<file path="src/rtl/seg_pkg.sv">
// Shared constants for the 7-segment scan driver: segment bit order, special
// codes, the code-to-pattern table and the scan slot width.
package seg_pkg;

    localparam int SEG_A  = 7;
    localparam int SEG_B  = 6;
    localparam int SEG_C  = 5;
    localparam int SEG_D  = 4;
    localparam int SEG_E  = 3;
    localparam int SEG_F  = 2;
    localparam int SEG_G  = 1;
    localparam int SEG_DP = 0;

    localparam logic [3:0] SEG_CODE_BLANK = 4'hE;
    localparam logic [3:0] SEG_CODE_DASH  = 4'hF;

    localparam int SLOT_W = 2;
    typedef logic [SLOT_W-1:0] slot_t;
    typedef logic [7:0]        seg_t;

    // Entry [n] is the active-high pattern for code n; 10..13 are A b C d.
    localparam logic [15:0][7:0] SEG_TABLE = {
        8'h02, 8'h00, 8'h7A, 8'h9C, 8'h3E, 8'hEE, 8'hF6, 8'hFE,
        8'hE0, 8'hBE, 8'hB6, 8'h66, 8'hF2, 8'hDA, 8'h60, 8'hFC
    };

    function automatic seg_t seg_pattern(input logic [3:0] code);
        return SEG_TABLE[code];
    endfunction

endpackage

</file>
<file path="src/rtl/seg_decoder.sv">
// Combinational 4-bit display code to 7-segment pattern lookup.
module seg_decoder
    import seg_pkg::*;
(
    input  logic [3:0] code,
    output logic [7:0] pattern
);

    always_comb begin
        pattern = seg_pattern(code);
    end

endmodule

</file>
<file path="src/rtl/seg_scan_driver.sv">
// Scans eight packed display codes onto two 4-digit 7-segment groups with
// frame-coherent latching, blinking and decimal points. Optional macro:
// SEG_LEADING_ZERO_BLANK_EN blanks position 7 when its code is 0.
module seg_scan_driver
    import seg_pkg::*;
#(
    parameter int SCAN_DIV  = 100_000,
    parameter int BLINK_DIV = 25_000_000
) (
    input  logic        clk,
    input  logic        rst,
    input  logic        en,
    input  logic [31:0] time_data,
    input  logic [7:0]  blink_mask,
    input  logic [7:0]  dp_mask,
    output logic [7:0]  digit1,
    output logic [7:0]  digit2,
    output logic [7:0]  tube_sel
);

    localparam int SCAN_W  = (SCAN_DIV  > 2) ? $clog2(SCAN_DIV)  : 1;
    localparam int BLINK_W = (BLINK_DIV > 2) ? $clog2(BLINK_DIV) : 1;
    localparam logic [SCAN_W-1:0]  SCAN_LAST  = SCAN_W'(SCAN_DIV - 1);
    localparam logic [BLINK_W-1:0] BLINK_LAST = BLINK_W'(BLINK_DIV - 1);
    localparam logic [7:0]         DP_BIT     = 8'(1) << SEG_DP;

    logic [SCAN_W-1:0]  scan_cnt;
    logic [BLINK_W-1:0] blink_cnt;
    slot_t              slot;
    logic               blink_phase;
    logic               load_pending;
    logic [31:0]        sh_time;
    logic [7:0]         sh_blink;
    logic [7:0]         sh_dp;

    logic        scan_tc;
    logic        blink_tc;
    logic        load_now;
    logic [2:0]  pos_l;
    logic [2:0]  pos_r;
    logic [3:0]  code_l;
    logic [3:0]  code_r;
    logic [7:0]  pat_l;
    logic [7:0]  pat_r;
    logic [7:0]  pat_l_lz;
    logic [7:0]  seg_l_next;
    logic [7:0]  seg_r_next;
    logic [7:0]  sel_next;

    assign scan_tc  = (scan_cnt == SCAN_LAST);
    assign blink_tc = (blink_cnt == BLINK_LAST);
    // A frame boundary doubles as the load point, so slot 0 always sees fresh data.
    assign load_now = (scan_tc && (slot == slot_t'(3))) || load_pending;

    // Slot s shows position 7-s on the left group and 3-s on the right group.
    assign pos_l  = {1'b1, ~slot};
    assign pos_r  = {1'b0, ~slot};
    assign code_l = sh_time[{pos_l, 2'b00} +: 4];
    assign code_r = sh_time[{pos_r, 2'b00} +: 4];

    seg_decoder u_dec_l (
        .code    (code_l),
        .pattern (pat_l)
    );

    seg_decoder u_dec_r (
        .code    (code_r),
        .pattern (pat_r)
    );

    always_comb begin
`ifdef SEG_LEADING_ZERO_BLANK_EN
        pat_l_lz = ((pos_l == 3'd7) && (code_l == 4'h0)) ? 8'h00 : pat_l;
`else
        pat_l_lz = pat_l;
`endif
    end

    always_comb begin
        seg_l_next = 8'h00;
        seg_r_next = 8'h00;
        sel_next   = 8'h00;
        if (en) begin
            sel_next = (8'h80 >> slot) | (8'h08 >> slot);
            if (!(blink_phase && sh_blink[pos_l])) begin
                seg_l_next = pat_l_lz | (sh_dp[pos_l] ? DP_BIT : 8'h00);
            end
            if (!(blink_phase && sh_blink[pos_r])) begin
                seg_r_next = pat_r | (sh_dp[pos_r] ? DP_BIT : 8'h00);
            end
        end
    end

    always_ff @(posedge clk or negedge rst) begin
        if (!rst) begin
            scan_cnt    <= '0;
            slot        <= '0;
            blink_cnt   <= '0;
            blink_phase <= 1'b0;
        end else begin
            if (scan_tc) begin
                scan_cnt <= '0;
                slot     <= slot + slot_t'(1);
            end else begin
                scan_cnt <= scan_cnt + SCAN_W'(1);
            end
            if (blink_tc) begin
                blink_cnt   <= '0;
                blink_phase <= ~blink_phase;
            end else begin
                blink_cnt <= blink_cnt + BLINK_W'(1);
            end
        end
    end

    always_ff @(posedge clk or negedge rst) begin
        if (!rst) begin
            sh_time      <= {8{SEG_CODE_BLANK}};
            sh_blink     <= 8'h00;
            sh_dp        <= 8'h00;
            load_pending <= 1'b1;
        end else if (load_now) begin
            sh_time      <= time_data;
            sh_blink     <= blink_mask;
            sh_dp        <= dp_mask;
            load_pending <= 1'b0;
        end
    end

    always_ff @(posedge clk or negedge rst) begin
        if (!rst) begin
            digit1   <= 8'h00;
            digit2   <= 8'h00;
            tube_sel <= 8'h00;
        end else begin
            digit1   <= seg_l_next;
            digit2   <= seg_r_next;
            tube_sel <= sel_next;
        end
    end

endmodule
</file>
<file path="config.mk">
export PLATFORM = sky130hd
export DESIGN_NAME = seg_scan_driver
export DESIGN_NICKNAME = d
export VERILOG_FILES = /design/src/rtl/seg_pkg.sv /design/src/rtl/seg_decoder.sv /design/src/rtl/seg_scan_driver.sv
export SDC_FILE = /design/constraint.sdc
export NUM_CORES = 1
export LEC_CHECK = 0
export BUFFER_PORTS_ARGS = -buffer_cell sky130_fd_sc_hd__buf_4
export CAP_MARGIN = 20
export CORE_MARGIN = 4
export CORE_UTILIZATION = 55
export DETAILED_ROUTE_END_ITERATION = 8
export HOLD_SLACK_MARGIN = 0.12
export PLACE_DENSITY = 0.77
export SYNTH_ARGS = -nofsm -noshare
export SYNTH_HDL_FRONTEND = slang
export SYNTH_SLANG_ARGS = --single-unit
</file>
<file path="constraint.sdc">
create_clock -name clk -period 2.4 [get_ports clk]
set_input_delay 0.36 -clock clk [delete_from_list [all_inputs] [get_ports clk]]
set_output_delay 0.36 -clock clk [all_outputs]
set_load 0.02 [all_outputs]
</file>
==> results of run 1 <==
metrics by stage:
| stage | power, mW | cells |
|---|---|---|
| floorplan | 2.467 | 451 |
| global placement | 2.668 | 653 |
| detailed placement | 2.696 | 653 |
| CTS | 5.355 | 734 |
| global route | 5.554 | 734 |
| finish | 5.370 | 734 |
kinds of logic after synthesis:
family,count (synthesis)
simple gates,144
flops,114
compound gates,44
other cells,1
buf+inv,35
fa+ha+maj,18
mux,64
xor+xnor,31
layer usage:
| layer | wire (um) | global-route usage, % | up-vias |
|---|---|---|---|
| met3 | 715 | 5.910 | 37 |
| met2 | 7297 | 45.65 | 171 |
| met4 | 412 | 10.01 | 0 |
| li1 | - | - | 1883 |
| met5 | 0 | 0 | - |
| met1 | 5120 | 28.51 | 2029 |
worst register-to-register path: stages (launching register included):
cell     delay [ns]
dfrtp_1        0.43
or4b_1         0.57
nor4_1         0.29
buf_4          0.17
a41oi_4        0.13
buf_12         0.23
mux2_4         0.34
layout make-up:
class / instances / area [sq um]
tap: 133 / 166.4
inverter: 16 / 60.06
fill: 596 / 2399
clock buffer: 23 / 456.7
clock inverter: 9 / 155.1
timing repair buffer: 137 / 1164
multi-input combinational: 302 / 2490
sequential: 114 / 2884
Yosys cell counts (all sizes together), types with 4 or more instances:
cell and count:
dfrtp 89, nor2 30, o22ai 4, nand2 26, mux4 12, ha 18
nand2b 4, o21ai 7, nor2b 5, or3 4, xnor2 22, nor3 8
buf 12, a21oi 18, dfstp 25, nand4 11, xor2 9, inv 16
nor4 10, and2 5, or4 5, or2 7, clkbuf 7, nand3 17
mux2 51
worst max path at each step:
| stage | endpoint | slack (ns) | depth (start not counted) |
|---|---|---|---|
| 2_1_floorplan | digit2[4] | 0.26 | 8 |
| 3_3_place_gp | sh_time[16] | 0.20 | 6 |
| 3_5_place_dp | sh_time[20] | 0.16 | 6 |
| 4_1_cts | sh_time[16] | 0.14 | 6 |
| 5_1_grt | sh_time[16] | 0.02 | 6 |
| 6_report | sh_time[20] | 0.13 | 6 |
layout by cell type (no fill, tap or decap), drive strengths merged, types with 16 or more instances in the layout:
cell type	n
dfstp	25
dfrtp	89
clkbuf	23
nand2	26
nor2	30
inv	16
xnor2	22
nand3	17
dlygate4sd3	49
buf	88
ha	18
a21oi	18
mux2	51
power breakdown:
part / internal [mW] / switching (mW)
clock: 1.74 / 0.878
combinational: 0.335 / 0.285
sequential: 2.07 / 0.0628
registers in the layout, summed over array words and instances (netlist names):
register	count
slot	2
scan_cnt	17
sh_dp	8
blink_cnt	25
tube_sel	4
digit1	8
sh_blink	8
digit2	8
blink_phase	1
sh_time	32
load_pending	1
==> metrics.csv, run 1 <==
stage,metric,value,unit
status,status,"finished, final reports clean",
synthesis,top_reg_cell synth,dfrtp_1,
synthesis,fraction of synthesized area in multiplexers,16.82,%
setup_path,Setup crit end kind,register,
cts,CTS root buf,clkbuf_8,
grt,Tot GR Track Use,25.14,%
cells_and_area,# nets final,657,
synthesis,"Avg Cell Area, Syn",12.25,sq um
setup_path,Slowest cell on crit path,or4b_1,
setup_path,buffers plus inverters on the worst setup path,2,
timing,RSZ-0062 raised after global routing,no,
floorplan,Core ar.,9774,sq um
route,Avg WL per Cell,18.45,um
setup_path,Crit path max-delay family,simple AND/OR/NAND/NOR gates,
min_path,hold path depth,2,
floorplan,Die Ht,108.2,um
setup_path,WP data required,2.80,ns
floorplan,io pins,75,
setup_path,WS Path Type,reg2reg,
route,Via density,5.613,
synthesis,"FF+latch count, synth",114,
place,Port-buffer cells,74,
power,leakage power,3.245,nW
cts,CTS max path bufs,2,
synthesis,Synth Area in Simple Gates,13.88,%
synthesis,Compound-Gate Fraction of Synth Area,4.958,%
cts,clock latency on the worst-skew pair,0.52,ns
grt,wire length of the first global-routing pass,22250,um
cts,CTS resizes,0,
cts,H-tree levels,4,
setup_path,r2r startpoint,scan_cnt[11],
setup_path,worst path arrival time,2.67,ns
synthesis,Post-Syn Nets,520,
power,VDD IR max,480.7,uV
cts,Clock Sinks,114,
synthesis,XOR/XNOR share of the synthesized area,4.913,%
grt,largest net degree at the start of global routing,41,
cts,CTS Hold Bufs,49,
timing,"Slew Viols, Final",0,
grt,antenna violations before repair,0,
synthesis,Synth Area in Adders,4.075,%
place,placed cell area,6274,sq um
route,DR DRC count,0,
timing,Layout Skew,0.01110,ns
min_path,worst min-delay path startpoint,en,
setup_path,"critical path fanouts, max",40,
setup_path,reg2reg setup slack,0.13,ns
cells_and_area,fin area,7376,sq um
floorplan,Initial Util,56.54,%
floorplan,die width,108.2,um
grt,vias in the first global route,4374,
grt,GRT overflow,0,
synthesis,"Distinct cells, synth",47,
timing,"Period Utilization, post-route",94.59,%
cells_and_area,fin util,75.46,%
timing,Worst slew margin,52.59,%
setup_path,Worst R2R Path Depth,6,
place,GP Congestion,0.8612,
place,pre-CTS setup slack,0.1601,ns
min_path,"Endpoint, Worst Hold",tube_sel[4],
cts,"Setup Fix Bufs, Post-CTS",0,
synthesis,Yosys top cell area share,40.30,%
synthesis,"EDFF count, synth",0,
synthesis,Ys Warns,0,
synthesis,Post-Synthesis Cells,451,
floorplan,die area,11720,sq um
timing,final hold slack,0.1612,ns
place,Final HPWL DP,8042,um
timing,Fin. Hold Viols,0,
power,pwr dens,728.0,nW/um^2
route,Initial DRC Count,193,
route,DR vias,4120,
setup_path,crit path from,scan_cnt[11],
synthesis,leading post-synthesis cells by cell area,"dfrtp_1 (40%), dfstp_2 (12%), mux2_2 (6.3%)",
setup_path,Max stage delay on crit path,0.57,ns
timing,Setup-failing EPs final,0,
route,drt pass-1 iters,5,
route,Total Routed Length,13550,um
synthesis,cell taking the most area after synthesis,dfrtp_1,
cells_and_area,ant diodes,0,
synthesis,sequential share of the synthesized area,52.18,%
route,Final ANT Viol Nets,0,
cells_and_area,share of cells above drive strength 1,35.94,%
setup_path,CP Cell Sequence,"or4b_1, nor4_1, buf_4, a41oi_4, buf_12, mux2_4",
setup_path,RR Endpoint,sh_time[20],
timing,Worst Tran Pin Value,0.7057,ns
synthesis,main combinational cell family by area after synthesis,multiplexers,
cts,Worst-path clk slew,0.06,ns
timing,fin crit period,2.270,ns
cells_and_area,Layout area overhead,33.46,%
floorplan,# rows,36,
cts,CTS tree,built,
run,Max Cap Viol,0,
timing,Setup TNS,0,ns
setup_path,CP Launch Type,register,
synthesis,Post-synth ARST share,100.0,%
timing,slack of the critical path,0.1299,ns
timing,Fmax achieved,440.5,MHz
min_path,HP Class,in2reg,
synthesis,Mapped Area,5527,sq um
cts,total CTS buffers,17,
(Power assumes the default switching activity.)
==> inputs of run 2 (changes only) <==
CELL_PAD_IN_SITES_DETAIL_PLACEMENT = 2   (was not set)
CELL_PAD_IN_SITES_GLOBAL_PLACEMENT = 2   (was not set)
CORE_UTILIZATION = 39   (was 55)
PLACE_DENSITY = not set   (was 0.77)
PLACE_DENSITY_LB_ADDON = 0.1   (was not set)
==> metrics.csv, run 2 (synthesis gave the netlist of run 1 again) <==
stage,metric,value,unit,change
setup_path,CP Launch Type,register,,
timing,"Period Utilization, post-route",93.19,%,-1.4 points
setup_path,buffers plus inverters on the worst setup path,2,,unchanged
power,total power,5.170,mW,-3.7%
route,Via density,5.286,,-5.8%
route,DR vias,3875,,-5.9%
min_path,HP Class,in2reg,,
cells_and_area,ant diodes,0,,unchanged
floorplan,Initial Util,39.81,%,-17 points
cells_and_area,Largest Register,sh_time,,
power,VDD IR max,463.8,uV,-3.5%
power,pwr dens,743.4,nW/um^2,+2.1%
grt,antenna violations before repair,0,,unchanged
cts,clock latency on the worst-skew pair,0.41,ns,-0.11 ns
floorplan,io pins,75,,unchanged
run,Max Cap Viol,0,,unchanged
timing,Setup TNS,0,ns,unchanged
route,Initial DRC Count,142,,-26%
timing,Fin. Hold Viols,0,,unchanged
setup_path,Slowest cell on crit path,or4b_1,,
status,status,"finished, final reports clean",,
timing,fin crit period,2.237,ns,-0.03364 ns
grt,vias in the first global route,4277,,-2.2%
cells_and_area,"most common cell after layout, fill and taps aside",dfrtp_1,,
cells_and_area,# nets final,609,,-7.3%
setup_path,Max stage delay on crit path,0.54,ns,-0.03 ns
setup_path,WS Path Type,reg2reg,,
timing,Worst Tran Pin Value,0.7398,ns,+0.03409 ns
power,leakage power,3.047,nW,-6.1%
route,Total Routed Length,14860,um,+9.7%
setup_path,WP data required,2.69,ns,-0.11 ns
floorplan,Core ar.,13880,sq um,+42%
cts,H-tree levels,4,,unchanged
timing,Layout Skew,0.008625,ns,-0.002472 ns
route,DR DRC count,0,,unchanged
cts,CTS max path bufs,2,,unchanged
cells_and_area,max FFs per register,32,,unchanged
cells_and_area,fillers,1379,,+130%
route,drt pass-1 iters,4,,-1
cts,"Setup Fix Bufs, Post-CTS",0,,unchanged
floorplan,die area,16140,sq um,+38%
timing,RSZ-0062 raised after global routing,no,,
grt,Tot GR Track Use,19.30,%,-5.8 points
cts,CTS tree,built,,
floorplan,Die Ht,127.0,um,+17%
timing,"Slew Viols, Final",0,,unchanged
timing,Fmax achieved,447.1,MHz,+1.5%
cts,CTS root buf,clkbuf_16,,
cells_and_area,share of cells above drive strength 1,39.60,%,+3.7 points
grt,wire length of the first global-routing pass,23770,um,+6.8%
timing,Worst slew margin,50.30,%,-2.3 points
place,Final HPWL DP,10080,um,+25%
cells_and_area,"commonest non-fill, non-tap cells in the layout","dfrtp_1 (88), buf_4 (85), mux2_2 (31)",,
floorplan,# rows,43,,+19%
setup_path,reg2reg setup slack,0.16,ns,+0.03 ns
timing,Setup-failing EPs final,0,,unchanged
cells_and_area,biggest regs,"sh_time: 32 flops, blink_cnt: 25 flops, scan_cnt: 17 flops",,
route,Final ANT Viol Nets,0,,unchanged
cts,Worst-path clk slew,0.06,ns,about the same
setup_path,Setup crit end kind,register,,
setup_path,CP Cell Sequence,"or4b_1, nor4_2, buf_4, a41oi_4, buf_12, mux2_4",,
floorplan,die width,127.0,um,+17%
setup_path,worst path arrival time,2.53,ns,-0.14 ns
cts,total CTS buffers,17,,unchanged
grt,largest net degree at the start of global routing,49,,+20%
setup_path,Crit path max-delay family,simple AND/OR/NAND/NOR gates,,
grt,GRT overflow,0,,unchanged
place,Port-buffer cells,74,,unchanged
route,Avg WL per Cell,20.27,um,+9.8%
place,GP Congestion,0.7769,,-9.8%
cells_and_area,Layout area overhead,25.85,%,
setup_path,"critical path fanouts, max",24,,-40%
cts,Clock Sinks,114,,unchanged
==> run 2: changes by cell type in the layout (fill, tap and decap cells not counted), moves of 2 or more <==
cell / change
dlygate4sd3_1: -48
clkinv_2: +3
clkbuf_16: +2
buf_4: -2
bufinv_16: -2
==> run 2: report_power, final <==
part / internal (mW) / switching, mW
clock network: 1.57 / 0.898
logic: 0.289 / 0.283
registers: 2.07 / 0.0566
total: 3.93 / 1.24
==> run 2: area by class of cell <==
cell class              instances  area, sq um  area share (%)
flip-flops and latches        114         2885           41.48
multi-input cells             302         2496           35.89
repair buffers                 89        713.2           10.25
clock buffers                  22        464.2           6.674
well taps                     180        225.2           3.238
clock inverters                10        111.4           1.601
inverters                      16        60.06          0.8635
==> run 2: layer usage <==
| layer | track usage (%) | part of all wire (%) | up-vias |
|---|---|---|---|
| met3 | 4.348 | 3.1 | 18 |
| li1 | - | - | 1788 |
| met1 | 24.56 | 43 | 2011 |
| met5 | 0 | 0 | - |
| met4 | 6.057 | 1.3 | 0 |
| met2 | 32.88 | 52 | 58 |
==> run 2: stage by stage <==
step,hold slack [ns],setup slack (ns),util (%),instance area (sq um),instances
6_report,0.1745,0.1635,50.11,6955,733
5_1_grt,0.1610,0.003384,50.11,6955,733
4_1_cts,0.1527,0.05137,49.87,6923,732
3_5_place_dp,0.3573,0.1051,45.66,6337,699
3_3_place_gp,0.3415,0.1766,45.66,6337,699
2_1_floorplan,0.06441,0.2607,-,5527,451
==> run 2: what timing repair did <==
action	CTS	global route
endpoints found under the hold margin	14	0
endpoints found under the setup margin	0	49
resized for setup	0	2
hold buffers	1	0
==> run 2: path summary, 6_finish.rpt <==
path | from | endpoint | depth (start not counted)
setup reg to reg | scan_cnt[5] | sh_time[8] | 6
hold / removal | dp_mask[4] | sh_dp[4] | 2
hold reg to reg | scan_cnt[0] | scan_cnt[0] | 1
setup / recovery | scan_cnt[5] | sh_time[8] | 6
min in group asynchronous | rst | digit1[3] | 2
max in group asynchronous | rst | sh_time[5] | 3
==> inputs of run 3 (changes only) <==
SYNTH_HIERARCHICAL = 1   (was not set)
==> metrics.csv, run 3 <==
stage,metric,value,unit,change
synthesis,"Distinct cells, synth",55,,+17%
timing,Setup-failing EPs final,0,,unchanged
cells_and_area,Layout area overhead,25.45,%,
grt,antenna violations before repair,0,,unchanged
timing,"Period Utilization, post-route",96.22,%,+3.0 points
cells_and_area,max FFs per register,32,,unchanged
route,DR vias,3921,,+1.2%
cells_and_area,ant diodes,0,,unchanged
cts,Clock Sinks,114,,unchanged
power,pwr dens,758.4,nW/um^2,+2.0%
route,DR DRC count,0,,unchanged
synthesis,Post-Syn Nets,523,,+0.58%
cells_and_area,biggest regs,"sh_time: 32 flops, blink_cnt: 25 flops, scan_cnt: 17 flops",,
cts,Worst-path clk slew,0.06,ns,about the same
timing,Worst Tran Pin Value,0.5899,ns,-0.1499 ns
cells_and_area,Final Non-Filler Cells,735,,+0.27%
min_path,HP Class,in2reg,,
status,status,"finished, final reports clean",,
place,Final HPWL DP,10850,um,+7.6%
cts,CTS root buf,clkbuf_16,,
synthesis,Post-Synthesis Cells,452,,+0.22%
timing,Setup TNS,0,ns,unchanged
route,met3 WL,519,um,+11%
grt,wire length of the first global-routing pass,25570,um,+7.6%
setup_path,worst path arrival time,2.66,ns,+0.13 ns
synthesis,Synth Area in Simple Gates,14.37,%,+0.49 points
setup_path,Crit path max-delay family,multiplexers,,
synthesis,sequential share of the synthesized area,50.57,%,-1.6 points
synthesis,fraction of synthesized area in multiplexers,17.38,%,+0.55 points
timing,Worst slew margin,60.14,%,+9.8 points
cts,clock latency on the worst-skew pair,0.42,ns,about the same
cells_and_area,"most common cell after layout, fill and taps aside",buf_4,,
setup_path,"critical path fanouts, max",8,,-67%
synthesis,Compound-Gate Fraction of Synth Area,4.563,%,-0.39 points
route,WL met1,7168,um,+12%
power,VDD IR max,499.2,uV,+7.6%
timing,Fin. Hold Viols,0,,unchanged
synthesis,Synth Area in Adders,4.388,%,+0.31 points
route,Via density,5.335,,+0.91%
setup_path,Setup crit end kind,register,,
synthesis,"EDFF count, synth",0,,unchanged
floorplan,Initial Util,40.46,%,+0.64 points
synthesis,main combinational cell family by area after synthesis,multiplexers,,
place,Port-buffer cells,74,,unchanged
power,leakage power,3.220,nW,+5.7%
place,placed insts,700,,+0.14%
cells_and_area,"commonest non-fill, non-tap cells in the layout","buf_4 (90), dfrtp_1 (89), mux2_2 (28)",,
setup_path,Slowest cell on crit path,mux4_2,,
floorplan,io pins,75,,unchanged
route,Initial DRC Count,195,,+37%
route,drt pass-1 iters,4,,unchanged
cts,CTS tree,built,,
setup_path,CP Cell Sequence,"buf_4, mux4_2, inv_2, ha_1, inv_1, mux4_2, inv_1, and2_1",,
floorplan,die area,16620,sq um,+3.0%
timing,Fmax achieved,433.0,MHz,-3.2%
cells_and_area,Largest Register,sh_time,,
cts,CTS max path bufs,2,,unchanged
cts,H-tree levels,4,,unchanged
synthesis,XOR/XNOR share of the synthesized area,4.607,%,-0.31 points
synthesis,leading post-synthesis cells by cell area,"dfrtp_1 (39%), dfstp_2 (12%), mux2_2 (5.5%)",,
setup_path,WP data required,2.75,ns,+0.06 ns
route,Total Routed Length,15550,um,+4.7%
floorplan,# rows,43,,unchanged
synthesis,"count leader, synth",dfrtp_1,,
synthesis,top_reg_cell synth,dfrtp_1,,
synthesis,"FF+latch count, synth",114,,unchanged
cts,total CTS buffers,17,,unchanged
route,Top Metal Used,met4,,
setup_path,Max stage delay on crit path,0.60,ns,+0.06 ns
run,Max Cap Viol,0,,unchanged
synthesis,Mapped Area,5703,sq um,+3.2%
synthesis,Yosys top cell area share,39.05,%,-1.2 points
setup_path,CP Launch Type,register,,
synthesis,cell taking the most area after synthesis,dfrtp_1,,
timing,fin crit period,2.309,ns,+0.07276 ns
floorplan,die width,128.9,um,+1.5%
setup_path,buffers plus inverters on the worst setup path,4,,+2
cells_and_area,# nets final,613,,+0.66%
place,GP Congestion,0.8213,,+5.7%
synthesis,Post-synth ARST share,100.0,%,unchanged
route,Final ANT Viol Nets,0,,unchanged
synthesis,Ys Warns,6,,+6
floorplan,Core ar.,14100,sq um,+1.6%
setup_path,WS Path Type,reg2reg,,
timing,"Slew Viols, Final",0,,unchanged
grt,largest net degree at the start of global routing,63,,+29%
cells_and_area,fillers,1373,,-0.44%
grt,GRT overflow,0,,unchanged
floorplan,Die Ht,128.9,um,+1.5%
timing,RSZ-0062 raised after global routing,yes,,
timing,Layout Skew,0.009191,ns,+0.0005663 ns
cells_and_area,share of cells above drive strength 1,41.62,%,+2.0 points
synthesis,"Avg Cell Area, Syn",12.62,sq um,+3.0%
grt,Tot GR Track Use,20.05,%,+0.76 points
synthesis,commonest cells in the synthesized netlist,"dfrtp_1 (89), mux2_2 (28), dfstp_2 (25), nor2_1 (24)",,
route,routed wl met2,7674,um,-1.5%
route,Avg WL per Cell,21.16,um,+4.4%
grt,vias in the first global route,4686,,+9.6%
[run 3: cell count changes in the layout (fill, tap and decap cells not counted), sizes merged, moves of 8 or more]
cell	delta
and2	+14
nand2	-14
xnor2	-10
xor2	+9
inv	+8
[run 3: worst reg2reg max path, delay by kind of cell, from the launching register on]
kind,cells,cell delay [ns]
muxes,2,1.06
DFF,1,0.39
buffers and inverters,4,0.47
and+or+nand+nor,1,0.12
adders and majority gates,1,0.20
[run 3: metrics by stage]
stage | power, mW | area [sq um] | util [%] | worst slack [ns] | hold slack [ns]
after floorplan | 2.489 | 5707 | - | 0.08450 | 0.06441
after global placement | 2.716 | 6495 | 46.08 | 0.1999 | 0.2806
after detailed placement | 2.750 | 6495 | 46.08 | 0.06201 | 0.2860
after CTS | 5.486 | 7128 | 50.57 | 0.02267 | 0.1468
after global routing | 5.655 | 7154 | 50.75 | -0.02450 | 0.1444
final | 5.426 | 7154 | 50.75 | 0.09073 | 0.1635
[run 3: power by group]
group          total, mW  switching, mW  leakage (nW)  internal (mW)
clock network       2.69           1.02         0.300           1.67
logic              0.603          0.296          1.52          0.307
registers           2.13         0.0638          1.40           2.07
[run 3: area by class of cell]
type                            instances  area [sq um]  share of cell area (%)
Clock buffer                           17         425.4                   5.946
Clock inverter                         15         197.7                   2.763
Inverter                               17         68.82                  0.9619
Multi-Input combinational cell        298          2616                   36.57
Sequential cell                       114          2884                   40.31
Tap cell                              180         225.2                   3.148
Timing Repair Buffer                   94         737.0                   10.30
[run 3: logic make-up (layout without fill, tap and decap cells)]
| family | Yosys count | count (layout) |
|---|---|---|
| AOI/OAI and AO/OA | 41 | 41 |
| xor gates and xnor gates | 30 | 30 |
| adders and majority gates | 20 | 20 |
| buffers and inverters | 40 | 143 |
| DFF | 114 | 114 |
| muxes | 68 | 68 |
| other | 3 | 3 |
| and+or+nand+nor | 136 | 136 |
[run 3: timing repair]
| action | 4_1_cts | 5_1_grt |
|---|---|---|
| endpoints found under the hold margin | 20 | 0 |
| setup buffers | 0 | 2 |
| gates resized for setup | 2 | 6 |
| endpoints found under the setup margin | 1 | 2 |
| hold buffers | 1 | 0 |
[run 3: path summary, 6_finish.rpt]
| path | start | to | slack, ns | depth (start not counted) |
|---|---|---|---|---|
| setup / recovery | slot[0] | digit2[7] | 0.09 | 8 |
| hold / removal | blink_mask[0] | sh_blink[0] | 0.16 | 2 |
| setup reg to reg | slot[0] | digit2[7] | 0.09 | 8 |
| hold reg to reg | scan_cnt[0] | scan_cnt[0] | 0.49 | 1 |
| max in group asynchronous | rst | tube_sel[3] | 1.30 | 3 |
| min in group asynchronous | rst | digit1[1] | 0.38 | 2 |
[run 3: layer usage]
layer  vias to the layer above  global-route usage, %
li1                       1796                      -
met1                      2041                  26.26
met2                        68                  33.29
met3                        16                  5.023
met4                         0                  5.374
met5                         -                      0
